$ cat config.mk
export PLATFORM = sky130hd
export DESIGN_NAME = aud_seq_ctrl
export DESIGN_NICKNAME = d
export VERILOG_FILES = /design/src/rtl/aud_seq_ctrl.sv
export SDC_FILE = /design/constraint.sdc
export NUM_CORES = 1
export LEC_CHECK = 0
export CAP_MARGIN = 0
export CORE_MARGIN = 2
export CORE_UTILIZATION = 50
export CTS_BUF_LIST = sky130_fd_sc_hd__clkbuf_2 sky130_fd_sc_hd__clkbuf_4 sky130_fd_sc_hd__clkbuf_8
export CTS_CLUSTER_SIZE = 40
export DETAILED_ROUTE_END_ITERATION = 8
export DONT_BUFFER_PORTS = 1
export SYNTH_ARGS = -nofsm -noshare
export SYNTH_HDL_FRONTEND = slang
export SYNTH_SLANG_ARGS = --single-unit
$ cat constraint.sdc
create_clock -name i_clk -period 2.35 [get_ports i_clk]
set_input_delay 0.3525 -clock i_clk [delete_from_list [all_inputs] [get_ports i_clk]]
set_output_delay 0.3525 -clock i_clk [all_outputs]
set_load 0.005 [all_outputs]
$ cat src/rtl/aud_seq_ctrl.sv
// Record/playback sequencer: turns key pulses into one-cycle recorder/DSP commands,
// tracks the recorded length and muxes the single SRAM port between record and playback.
module aud_seq_ctrl #(
  parameter int                ADDR_W   = 20,
  parameter int                DATA_W   = 16,
  parameter logic [ADDR_W-1:0] MAX_ADDR = 20'hFFFFF
) (
  input  logic              i_clk,
  input  logic              i_rst_n,
  input  logic              i_key_record,
  input  logic              i_key_play,
  input  logic              i_key_pause,
  input  logic              i_key_stop,
  input  logic              i_rec_valid,
  input  logic [ADDR_W-1:0] i_rec_addr,
  input  logic [DATA_W-1:0] i_rec_data,
  input  logic [ADDR_W-1:0] i_play_addr,
  input  logic              i_play_done,
  output logic              o_rec_start,
  output logic              o_rec_pause,
  output logic              o_rec_stop,
  output logic              o_dsp_start,
  output logic              o_dsp_pause,
  output logic              o_dsp_stop,
  output logic [ADDR_W-1:0] o_sram_addr,
  output logic [DATA_W-1:0] o_sram_wdata,
  output logic              o_sram_we_n,
  output logic              o_sram_oe_n,
  output logic [ADDR_W:0]   o_rec_len,
  output logic [2:0]        o_state
);

  typedef enum logic [2:0] {
    IDLE       = 3'd0,
    REC        = 3'd1,
    REC_PAUSE  = 3'd2,
    PLAY       = 3'd3,
    PLAY_PAUSE = 3'd4
  } state_t;

  localparam int CMD_REC_START = 5;
  localparam int CMD_REC_PAUSE = 4;
  localparam int CMD_REC_STOP  = 3;
  localparam int CMD_DSP_START = 2;
  localparam int CMD_DSP_PAUSE = 1;
  localparam int CMD_DSP_STOP  = 0;

  state_t          state, state_nxt;
  logic [5:0]      cmd, cmd_nxt;
  logic [ADDR_W:0] rec_len, len_nxt;
  logic            rec_wr;
  logic            rec_full;

  assign rec_wr   = (state == REC) && i_rec_valid;
  assign rec_full = rec_wr && (i_rec_addr == MAX_ADDR);

  always_ff @(posedge i_clk) begin
    if (!i_rst_n) begin
      state   <= IDLE;
      cmd     <= '0;
      rec_len <= '0;
    end else begin
      state   <= state_nxt;
      cmd     <= cmd_nxt;
      rec_len <= len_nxt;
    end
  end

  // Each branch tests keys in stop > pause > record > play order, skipping keys
  // that have no meaning in that state, so the first legal key wins.
  always_comb begin
    state_nxt = state;
    cmd_nxt   = '0;
    len_nxt   = rec_len;
    case (state)
      IDLE: begin
        if (i_key_record) begin
          state_nxt              = REC;
          cmd_nxt[CMD_REC_START] = 1'b1;
          len_nxt                = '0;
        end else if (i_key_play && (rec_len != '0)) begin
          state_nxt              = PLAY;
          cmd_nxt[CMD_DSP_START] = 1'b1;
        end
      end
      REC: begin
        if (rec_wr) begin
          len_nxt = {1'b0, i_rec_addr} + {{ADDR_W{1'b0}}, 1'b1};
        end
        // A full memory overrides pause, so the last word always ends the take.
        if (i_key_stop || rec_full) begin
          state_nxt             = IDLE;
          cmd_nxt[CMD_REC_STOP] = 1'b1;
        end else if (i_key_pause) begin
          state_nxt              = REC_PAUSE;
          cmd_nxt[CMD_REC_PAUSE] = 1'b1;
        end
      end
      REC_PAUSE: begin
        if (i_key_stop) begin
          state_nxt             = IDLE;
          cmd_nxt[CMD_REC_STOP] = 1'b1;
        end else if (i_key_record) begin
          state_nxt              = REC;
          cmd_nxt[CMD_REC_START] = 1'b1;
        end
      end
      PLAY: begin
        if (i_key_stop || i_play_done) begin
          state_nxt             = IDLE;
          cmd_nxt[CMD_DSP_STOP] = 1'b1;
        end else if (i_key_pause) begin
          state_nxt              = PLAY_PAUSE;
          cmd_nxt[CMD_DSP_PAUSE] = 1'b1;
        end
      end
      PLAY_PAUSE: begin
        if (i_key_stop) begin
          state_nxt             = IDLE;
          cmd_nxt[CMD_DSP_STOP] = 1'b1;
        end else if (i_key_play) begin
          state_nxt              = PLAY;
          cmd_nxt[CMD_DSP_START] = 1'b1;
        end
      end
      default: state_nxt = IDLE;
    endcase
  end

  // SRAM port is purely combinational so the write strobe lines up with i_rec_valid.
  always_comb begin
    o_sram_addr  = '0;
    o_sram_wdata = '0;
    o_sram_we_n  = 1'b1;
    o_sram_oe_n  = 1'b1;
    case (state)
      REC, REC_PAUSE: begin
        o_sram_addr  = i_rec_addr;
        o_sram_wdata = i_rec_data;
        o_sram_we_n  = ~rec_wr;
      end
      PLAY, PLAY_PAUSE: begin
        o_sram_addr = i_play_addr;
        o_sram_oe_n = 1'b0;
      end
      default: ;
    endcase
  end

  assign o_rec_start = cmd[CMD_REC_START];
  assign o_rec_pause = cmd[CMD_REC_PAUSE];
  assign o_rec_stop  = cmd[CMD_REC_STOP];
  assign o_dsp_start = cmd[CMD_DSP_START];
  assign o_dsp_pause = cmd[CMD_DSP_PAUSE];
  assign o_dsp_stop  = cmd[CMD_DSP_STOP];
  assign o_rec_len   = rec_len;
  assign o_state     = state;

endmodule

==> flow_summary.yaml, run 1 <==
global_routing:
  grt_use_total_pct: 23.6
  grt_pass1_wl_mm: 7.71
  grt_max_degree: 37
  grt_pass1_vias: 1591
  grt_overflow: 0
  antenna_found_initial: 0
timing:
  hold_viol: 0
  max_freq_mhz: 475
  slew_violations: 0
  rsz0062_at_grt: "false"
  min_period_ps: 2100
  finalSetupTns_ps: 0
  setup_viol: 0
  worst_pin_slew_ps: 525
  fin_skew_ps: 4.61
  timing.hold.ws_ps: 165
  fin_crit_sh_pct: 89.5
  maxSlewHeadroom_pct: 64.9
clocking:
  clockBufferDepth: 2
  cts_resized: 0
  cts_buffers: 5
  insertion_delay_ps: 280
  cts_setup_buffers: 0
  htree_num_levels: 2
  cts_hold_buf: 0
  clkSlewWorstSetupHoldPaths_ps: 60
  clockRootBuffer: "clkbuf_8"
  cts_tree: "done"
  clock-sinks: 30
power_and_ir_drop:
  p_sw_share_pct: 41.3
  power_frac_comb_pct: 44.9
  intPower_mw: 1.20
  irDropWorstVdd_mv: 0.463
  powerDensity_nw_per_um2: 1020
  leakagePower_nw: 0.774
  p_clk_share_pct: 21.7
  p_seq_share_pct: 33.3
  power_switching_mw: 0.843
worst_setup_path:
  crit_type: "reg2out"
  cp_max_fo: 36
  cp-end-kind: "output pin"
  critPathLaunchType: "flip-flop"
  critPathArrivalTime_ps: 1750
  critPathRequiredTime_ps: 2000
floorplan:
  ioPinCount: 132
  die_x_um: 65.5
  core_area_um2: 3660
  start_util_pct: 51.7
  die_area_um2: 4290
  dieHeight_um: 65.5
  fp-row-count: 22
logic_synthesis:
  synthTopCellsByArea: "dfxtp_1, a22o_1, and2_1"
  ys_ff_latch: 30
  yosysWarnings: 0
  mappedNetlistArea_um2: 1890
  yosys.area.top_type: "dfxtp_1"
  postSynthCellCount: 233
  yosysMostFrequentCell: "dfxtp_1"
  synth_ff_type: "dfxtp_1"
  syn-mean-instance-area_um2: 8.12
  synth_top_area_share_pct: 31.7
  synthArstFlopShare_pct: 0
  synth_commonest_cells: "dfxtp_1, nor2_1, a22o_1"
  synth_cell_type_count: 46
  syn_nets: 298
  synth_edf_count: 0
  seq_area_frac_synth_pct: 31.7
final_layout:
  multi_input_area_um2: 1200
  drive_gt1_share_pct: 10.4
  instances_no_fill: 278
  utilization_pct: 54.9
  ff_latch_area_um2: 601
  syn2layout_area_growth_pct: 6.22
  diodes: 0
  fill_cells: 329
  nets: 294
outcome:
  status: "completed"
place:
  port_buffers: 0
  place_hpwl_mm: 3.91
  placed_cells: 270
  globalplace.congestion: 0.821
routing:
  drc_errors: 0
  wl_per_cell_um: 18.1
  vias: 1773
  first_pass_iters: 4
  drt-initial-drc-count: 55
  drt-total-wl_mm: 5.02
  ant_nets: 0
  vias_per_cell: 6.38
job:
  drv_cap: 0
worst_hold_path:
  hold_class: "in2reg"
[cell families (layout without fill, tap and decap cells)]
group / after synthesis / in the layout / synth area share (%)
compound gates: 58 / 58 / 23.5
simple gates: 103 / 103 / 29.8
mux: 1 / 1 / 0.595
flops: 30 / 30 / 31.7
buf+inv: 21 / 18 / 4.83
fa+ha+maj: 2 / 2 / 1.19
xor+xnor: 18 / 18 / 8.33
[power by group through the flow]
stage	sequential [mW]	clock, mW	combinational (mW)
finish	0.681	0.444	0.917
global placement	0.685	0	0.914
global route	0.696	0.474	1.01
floorplan	0.636	0	0.804
detailed placement	0.692	0	0.918
CTS	0.680	0.452	0.925
[worst max-delay path: stages, from the launching register on]
cell      delay, ps
dfxtp_1         540
nand2b_1        240
a21oi_2         160
buf_4           310
a22o_1          210
[metal layers]
layer	track usage [%]	share of wire, %	routed length [um]	vias to the layer above
li1	-	-	-	832
met1	28.3	41	2050	838
met2	39.0	48	2410	94
met3	7.88	9.8	493	9
met4	8.59	1.4	70	0
met5	0	0	0	-
[per-stage QoR]
stage	area, um^2	setup slack [ps]	total power, mW
finish	2010	247	2.04
floorplan	1890	511	1.44
global placement	1910	419	1.60
detailed placement	1910	378	1.61
CTS	2010	63.0	2.06
global route	2010	85.1	2.18
[path summary, 6_finish.rpt]
kind | start | endpoint | slack (ps) | cells after the start
worst max-delay path | o_state[0] | o_sram_addr[10] | 250 | 4
worst min register to register | o_rec_len[18] | o_rec_len[18] | 500 | 2
worst max register to register | o_rec_len[11] | o_state[1] | 490 | 5
worst min-delay path | i_key_stop | cmd[5] | 160 | 1
[state kept, by name, summed over array words and instances, names as in the netlist]
signal     cells
cmd            6
o_rec_len     21
o_state        3
[layout by cell type, fill, tap and decap left out, types with 2 or more instances in the layout]
cell,netlist,layout
nand2_1,18,18
or4_1,5,5
nand4_1,5,5
and3_1,3,3
a22o_1,19,19
nand2b_1,4,4
nor3_1,3,3
nand3_1,8,8
xnor2_1,6,6
clkbuf_8,0,6
nor2_1,25,25
o21ai_0,8,8
nor3b_2,2,2
inv_1,7,7
o32ai_1,2,2
a22oi_1,11,11
a21oi_1,4,3
dfxtp_1,30,30
or2_2,3,3
and2_1,17,17
buf_4,0,3
a31oi_1,3,3
xor2_1,12,12
and4_1,2,2
nor4_1,2,2
[final cells by class]
class / count / share of cell area, %
Clock buffer: 6 / 4.11
Clock inverter: 2 / 0.623
Inverter: 7 / 1.31
Multi-Input combinational cell: 182 / 60.0
Sequential cell: 30 / 29.9
Tap cell: 48 / 2.99
Timing Repair Buffer: 3 / 1.12
Power figures use the tool's default switching activity.
==> run 2: changes to the inputs <==
--- a/config.mk
+++ b/config.mk
@@ -12,6 +12,7 @@
 export CTS_CLUSTER_SIZE = 40
 export DETAILED_ROUTE_END_ITERATION = 8
 export DONT_BUFFER_PORTS = 1
+export PLACE_DENSITY_LB_ADDON = 0.12
 export SYNTH_ARGS = -nofsm -noshare
 export SYNTH_HDL_FRONTEND = slang
 export SYNTH_SLANG_ARGS = --single-unit
==> constraint.sdc (replaced) <==
create_clock -name i_clk -period 2.35 [get_ports i_clk]
set_input_delay 0.3525 -clock i_clk [delete_from_list [all_inputs] [get_ports i_clk]]
set_output_delay 0.3525 -clock i_clk [all_outputs]
set_load 0.01 [all_outputs]
==> run 2 against run 1 <==
Compared with the run above: setup slack got worse by 52 ps; core utilization is 0.10 points lower; first-iteration DRC count increased by 140%; combinational power rose by 16%; design area down 0.19%; via count shrank 0.39%; critical path depth is the same; clock skew shrank 1.1 ps; maximum frequency down 2.4%; non-clock buffer count up 1; critical endpoint is now o_sram_addr[12].
==> flow_summary.yaml, run 2 (synthesis gave the netlist of run 1 again) <==
worst_setup_path:
  critPathRequiredTime_ps: 2000
  crit_chain: "nand2b_1, a21oi_2, buf_4, a22o_1"
  crit_type: "reg2out"
  critPathLaunchType: "flip-flop"
  critPathArrivalTime_ps: 1800
  crit_slowest_cell: "dfxtp_1"
  cpPeakStageDelay_ps: 580
  cp-end-kind: "output pin"
  path_delay_family: "flip-flops"
  crit_buf_inv: 1
  cp_max_fo: 36
power_and_ir_drop:
  fin_total_pwr_mw: 2.18
  p_seq_share_pct: 32.5
  intPower_mw: 1.20
  leakagePower_nw: 0.780
  power_switching_mw: 0.976
  p_clk_share_pct: 18.5
  p_sw_share_pct: 44.9
  power_frac_comb_pct: 48.9
  irDropWorstVdd_mv: 0.564
  powerDensity_nw_per_um2: 1080
global_routing:
  grt_overflow: 0
  antenna_found_initial: 0
  grt_use_total_pct: 24.9
  grt_pass1_vias: 1720
  grt_pass1_wl_mm: 8.24
  grt_max_degree: 37
timing:
  maxSlewHeadroom_pct: 63.8
  finalSetupTns_ps: 0
  rsz0062_at_grt: "false"
  timing.hold.ws_ps: 173
  min_period_ps: 2160
  fin_crit_sh_pct: 91.7
  hold_viol: 0
  max_freq_mhz: 464
  slew_violations: 0
  fin_skew_ps: 3.52
  setup_viol: 0
  worst_pin_slew_ps: 542
final_layout:
  mostFrequentLayoutCells: "dfxtp_1, nor2_1, a22o_1, nand2_1, and2_1"
  syn2layout_area_growth_pct: 6.02
  nets: 295
  layout_commonest_cell: "dfxtp_1"
  largest_reg_flops: 21
  diodes: 0
  utilization_pct: 54.8
  drive_gt1_share_pct: 10.4
outcome:
  status: "completed"
routing:
  ant_nets: 0
  vias: 1766
  drt-initial-drc-count: 134
  wl_per_cell_um: 19.6
  vias_per_cell: 6.35
  drt-total-wl_mm: 5.44
  drc_errors: 0
  first_pass_iters: 4
place:
  globalplace.congestion: 0.835
  port_buffers: 0
  place_hpwl_mm: 4.22
clocking:
  clockBufferDepth: 2
  cts_setup_buffers: 0
  htree_num_levels: 2
  clkSlewWorstSetupHoldPaths_ps: 60
  insertion_delay_ps: 280
  clock-sinks: 30
  cts_buffers: 5
  clockRootBuffer: "clkbuf_8"
  cts_tree: "done"
floorplan:
  ioPinCount: 132
  core_area_um2: 3660
  fp-row-count: 22
  die_area_um2: 4290
  start_util_pct: 51.7
  dieHeight_um: 65.5
  die_x_um: 65.5
job:
  drv_cap: 0
worst_hold_path:
  hold_class: "in2reg"
[run 2: changes by cell type in the layout (fill, tap and decap cells not counted), sizes merged]
cell / before / now
clkbuf: 6 / 7
clkinv: 1 / 0
clkinvlp: 1 / 0
buf: 3 / 4
[run 2: final cells by class]
| class | count | area, um^2 |
|---|---|---|
| multi-input cells | 182 | 1200 |
| inverters | 7 | 26.3 |
| clock buffers | 7 | 83.8 |
| fillers | 349 | 1660 |
| repair buffers | 4 | 30.0 |
| flip-flops and latches | 30 | 602 |
| well taps | 48 | 60.1 |
[run 2: power groups by stage]
| stage | Clock, mW | Sequential [mW] | Combinational [mW] |
|---|---|---|---|
| final | 0.403 | 0.708 | 1.06 |
| after global routing | 0.431 | 0.720 | 1.15 |
| after CTS | 0.408 | 0.706 | 1.07 |
| after detailed placement | 0 | 0.718 | 1.07 |
| after global placement | 0 | 0.714 | 1.05 |
| after floorplan | 0 | 0.663 | 0.921 |
[run 2: per-layer routing]
metal  global-route usage (%)  wire length (um)  vias up  share of wire, %
met4                     10.4                91        0               1.7
met1                     29.7              2070      833                38
met2                     42.5              2810       90                52
met3                     6.34               469        7               8.6
met5                        0                 0        -                 0
li1                         -                 -      836                 -
[run 2: repair_timing]
action | CTS | global route
hold buffers | 0 | 0
resized for setup | 0 | 1
endpoints found under the setup margin | 0 | 1
hold endpoints to repair | 0 | 0
[run 2: worst paths after layout]
path | cells after the start | startpoint | slack, ps | end
min | 1 | i_key_stop | 170 | cmd[5]
min reg2reg | 2 | o_rec_len[18] | 530 | o_rec_len[18]
max reg2reg | 5 | o_state[1] | 510 | o_state[1]
max | 4 | o_state[1] | 190 | o_sram_addr[12]
[run 2: per-stage QoR]
step                      instance area (um^2)  std cells  setup slack [ps]
after global routing                      2010        278              78.9
after global placement                    1920        271               478
after detailed placement                  1920        271               433
final                                     2010        278               195
after CTS                                 2000        278               127
after floorplan                           1890        233               453
==> run 3: changes to the inputs <==
--- a/config.mk
+++ b/config.mk
@@ -13,6 +13,7 @@
 export DETAILED_ROUTE_END_ITERATION = 8
 export DONT_BUFFER_PORTS = 1
 export PLACE_DENSITY_LB_ADDON = 0.12
+export RECOVER_POWER = 50
 export SYNTH_ARGS = -nofsm -noshare
 export SYNTH_HDL_FRONTEND = slang
 export SYNTH_SLANG_ARGS = --single-unit
==> run 3 against run 2 <==
Compared with the run above: via count is 1.3% higher; global-route usage stayed put; design area is 0.56% lower; largest power group unchanged; setup slack worse by 4.9 ps; die area stayed put; cell count stayed put; sequential power hardly changed; non-clock buffer count stayed put; sequential share of layout area is 0.17 points higher; maximum frequency is 0.23% lower; critical path type unchanged; combinational power hardly changed.
==> flow_summary.yaml, run 3 (synthesis gave the netlist of run 1 again) <==
outcome:
  status: "completed"
timing:
  finalSetupTns_ps: 0
  maxSlewHeadroom_pct: 60.8
  hold_viol: 0
  setup_viol: 0
  max_freq_mhz: 463
  rsz0062_at_grt: "false"
  min_period_ps: 2160
  setup_ws_ps: 190
  slew_violations: 0
  fin_crit_sh_pct: 91.9
  worst_pin_slew_ps: 588
  fin_skew_ps: 3.47
global_routing:
  grt_pass1_wl_mm: 8.24
  grt_overflow: 0
  grt_pass1_vias: 1720
  grt_use_total_pct: 24.9
  grt_max_degree: 37
  antenna_found_initial: 0
power_and_ir_drop:
  p_clk_share_pct: 18.5
  p_seq_share_pct: 32.6
  leakagePower_nw: 0.774
  intPower_mw: 1.20
  powerDensity_nw_per_um2: 1090
  irDropWorstVdd_mv: 0.564
  power_frac_comb_pct: 48.9
  power_switching_mw: 0.973
  fin_total_pwr_mw: 2.17
  p_sw_share_pct: 44.8
floorplan:
  die_x_um: 65.5
  dieHeight_um: 65.5
  die_area_um2: 4290
  ioPinCount: 132
  start_util_pct: 51.7
  core_area_um2: 3660
  fp-row-count: 22
worst_setup_path:
  crit_type: "reg2out"
  cp-end-kind: "output pin"
  reg2regPathDepth: 6
  critPathRequiredTime_ps: 2000
  endpoint: "o_sram_addr[12]"
  rrSetupSlack_ps: 310
  cp_max_fo: 36
  worstSetupStartpoint: "o_state[1]"
  critPathLaunchType: "flip-flop"
  r2r_start: "o_state[2]"
  reg2reg_to: "o_state[1]"
  critPathArrivalTime_ps: 1810
final_layout:
  mostFrequentLayoutCells: "dfxtp_1, nor2_1, a22o_1, nand2_1, and2_1"
  diodes: 0
  finalInstanceArea_um2: 1990
  multi_input_area_um2: 1200
  syn2layout_area_growth_pct: 5.42
  nets: 295
  utilization_pct: 54.5
  drive_gt1_share_pct: 8.70
  layout_commonest_cell: "dfxtp_1"
  ff_latch_area_um2: 602
  fill_cells: 349
  largest_reg_flops: 21
routing:
  drt-initial-drc-count: 140
  dr_wl_met3_um: 531
  dr_wl_met2_mm: 2.80
  ant_nets: 0
  drc_errors: 0
  first_pass_iters: 4
  drt-total-wl_mm: 5.45
  wl_per_cell_um: 19.6
  vias_per_cell: 6.44
  drt-met1-wl_mm: 2.03
  vias: 1789
  routed.top_layer: "met4"
place:
  post-place-ws_ps: 433
  place_hpwl_mm: 4.22
  globalplace.congestion: 0.835
  dpl_cell_area_um2: 1920
  port_buffers: 0
clocking:
  clkSlewWorstSetupHoldPaths_ps: 60
  clockRootBuffer: "clkbuf_8"
  clockBufferDepth: 2
  cts_tree: "done"
  cts_buffers: 5
  clock-sinks: 30
  htree_num_levels: 2
  insertion_delay_ps: 280
job:
  drv_cap: 0
worst_hold_path:
  hold_class: "in2reg"
run 3: cell types whose count changed in the layout (fill, tap and decap cells not counted):
cell      before  now
and4_4         1    0
clkbuf_1       0    1
mux2_2         1    0
nor3b_1        0    1
and4_1         2    3
nor3b_2        2    1
mux2_1         0    1
buf_4          4    3
run 3: routing by layer:
layer | vias up | global-route usage [%]
met1 | 839 | 29.7
met3 | 7 | 6.34
met4 | 0 | 10.4
met2 | 106 | 42.5
met5 | - | 0
li1 | 837 | -
run 3: worst max-delay path, stage by stage, from the launching register on:
cell	delay, ps
dfxtp_1	580
nand2b_1	180
a21oi_2	170
buf_4	320
a22o_1	270
run 3: cell type report:
| type | count | share of cell area, % |
|---|---|---|
| multi-input cells | 182 | 60.0 |
| flip-flops and latches | 30 | 30.2 |
| clock buffers | 7 | 4.20 |
| well taps | 48 | 3.01 |
| repair buffers | 4 | 1.32 |
| inverters | 7 | 1.32 |
run 3: worst min path at each step:
stage,startpoint,to,slack (ps),cells after the start
2_1_floorplan,i_key_play,cmd[2],480,2
3_3_place_gp,i_key_stop,cmd[5],470,1
3_5_place_dp,i_key_stop,cmd[5],470,1
4_1_cts,i_key_stop,cmd[5],170,1
5_1_grt,i_key_stop,cmd[5],170,1
6_report,i_key_stop,cmd[5],170,1
run 3: power groups by stage:
stage / clock (mW) / sequential, mW / combinational, mW
2_1_floorplan: 0 / 0.663 / 0.921
3_3_place_gp: 0 / 0.714 / 1.05
3_5_place_dp: 0 / 0.718 / 1.07
4_1_cts: 0.408 / 0.706 / 1.07
5_1_grt: 0.431 / 0.720 / 1.15
6_report: 0.402 / 0.708 / 1.06
run 3: through the flow:
| step | std cells | hold WS [ps] |
|---|---|---|
| 2_1_floorplan | 233 | 478 |
| 3_3_place_gp | 271 | 467 |
| 3_5_place_dp | 271 | 467 |
| 4_1_cts | 278 | 174 |
| 5_1_grt | 278 | 172 |
| 6_report | 278 | 174 |
run 3: repair_timing:
action	CTS	global route
setup buffers	0	0
hold buffers	0	0
resized for setup	0	1
endpoints found under the setup margin	0	1
==> patch, RTL diff (settings of run 3) <==
Reset style: asynchronous (`i_rst_n`), changed in one clocked block.
--- a/src/rtl/aud_seq_ctrl.sv
+++ b/src/rtl/aud_seq_ctrl.sv
@@ -56,3 +56,3 @@
 
-  always_ff @(posedge i_clk) begin
+  always_ff @(posedge i_clk or negedge i_rst_n) begin
     if (!i_rst_n) begin
Check against the original RTL: differs if i_rst_n is asserted again (counterexample within 4 cycles, from zero or initial values and one cycle with i_rst_n low); with i_rst_n held inactive, the same outputs for 10 cycles.
==> patch against run 3 <==
- wire length fell by 1.2%
- power rose by 31%
- non-clock buffer count rose by 2
- combinational power rose by 21%
- clock skew rose by 0.0024 ns
- count of clock-buffer cells in the layout rose by 1
- design area rose by 8.0%
- setup slack got worse by 0.041 ns
- sequential cell count did not move
- synthesized area rose by 3.3%
- critical path type unchanged
- largest cell class unchanged
- highest routed layer unchanged
==> patch: results (changes against run 3) <==
Final layout
  • Area grow syn2layout: 10.2%
  • Number of non-clock buffers: 6 (+2)
  • Non-clk buf share: 0.0337 (+0.0205)
  • Multi-input gates: 179 (-1.6%)
  • Multi-input gate area: 1140 µm² (-5.0%)
  • Clock-cell share: 0.0511 (+0.00910)
  • Sequential cell area share: 0.349 (+0.0475)
  • Seq_cells: 30 (unchanged)
  • # fillers: 346 (-0.86%)
  • Inverter count: 6 (-1)
  • Layout Nets: 293 (-0.68%)
  • # clk buffers: 8 (+1)
  • Ratio of cells with drive above 1 in the final layout: 0.100 (+0.0135)

Power and ir drop
  • Leakage power: 0.916 nW (+18%)
  • Pwr/cell area: 1320 nW/µm² (+21%)
  • Comb group: 1.28 mW (+21%)
  • VDD IR max: 592 µV (+4.9%)
  • Clk pwr share: 0.167 (-0.018)
  • Sw power: 1.34 mW (+38%)

Logic synthesis
  • Count of different cell masters after synthesis: 39 (-15%)
  • Synth warn: 0 (unchanged)
  • Synth cell count leaders: 36 x nand2_1, 30 x dfrtp_1, 21 x a22o_1, 20 x and2_1, 18 x o21ai_0
  • Synth Area per Inst: 8.57 µm² (+5.6%)
  • Register area share after synthesis: 0.384 (+0.0667)
  • Asr flop ratio synth: 1.00 (+1.00)

Global route
  • First-pass GRT wire length: 7870 µm (-4.5%)
  • GRT Overall Usage: 0.239 (-0.0101)
  • Initial antenna violation count: 0 (unchanged)
  • Met1 Usage GRT: 0.276 (-0.0213)
  • Vias in the first global route: 1589 (-7.6%)

Placement
  • Detailed Place HPWL: 4160 µm (-1.3%)
  • RePlAce Congestion: 0.906 (+8.5%)
  • Pre-CTS setup slack: 0.400 ns (-0.0329 ns)
  • Placed Instance Area: 2010 µm² (+4.6%)

Routing
  • Post-Route WL: 5390 µm (-1.2%)
  • Starting DRT DRC Count: 219 (+56%)
  • WL met1: 1910 µm (-6.1%)
  • Via density: 6.35 (-1.3%)
  • Avg WL per Cell: 19.4 µm (-0.82%)
  • Metal3 WL: 551 µm (+3.8%)
  • Met2 WL: 2880 µm (+3.0%)
  • Top Layer Used: met4

Critical path
  • Worst r2r src: o_rec_len[12]
  • R2R Path End: o_state[1]
  • CP max FO: 21 (-42%)
  • Crit path launch: o_state[1]
  • Worst R2R Path Depth: 4 (-2)
  • Reg2Reg Setup Slack: 0.49 ns (+0.18 ns)
  • Setup crit end: o_sram_addr[7]
  • Arr. time, crit path: 1.85 ns (+0.04 ns)

Clock network
  • CTS root buf: clkbuf_8
  • # hold bufs at CTS: 2 (+2)

STA
  • Setup ws final: 0.149 ns (-0.0406 ns)
  • Hold WS: 0.189 ns (+0.0152 ns)
  • Slew headroom: 0.508 (-0.0998)
  • Clock Skew: 0.00582 ns (+0.00236 ns)

Run status
  • Outcome: finished clean

Min path
  • Hold Startpoint: i_rec_addr[0]
  • WHS Endpoint: o_rec_len[0]
## patch: cell types whose count changed after synthesis, moves of 4 or more
cell and change:
nor2_1 -12, o21ai_0 +10, or4_1 -5, nand2_1 +18
dfxtp_1 -30, dfrtp_1 +30, nand3_1 -4, a22oi_1 -11
## patch: kinds of logic (layout without fill, tap and decap cells)
family / Yosys count / after routing / synth area share
flip-flops: 30 / 30 / 0.384
adder cells (fa/ha/maj): 2 / 2 / 0.0115
buffers and inverters: 19 / 20 / 0.0371
multiplexers: 2 / 2 / 0.0102
AND/OR/NAND/NOR: 101 / 101 / 0.270
XOR/XNOR: 19 / 19 / 0.0851
AO/OA/AOI/OAI: 55 / 55 / 0.202
## patch: critical path, stage by stage (launching register included)
cell,delay (ns)
dfrtp_1,0.59
nor2_2,0.26
nand2_1,0.09
o21ai_1,0.10
buf_4,0.27
a22o_1,0.25
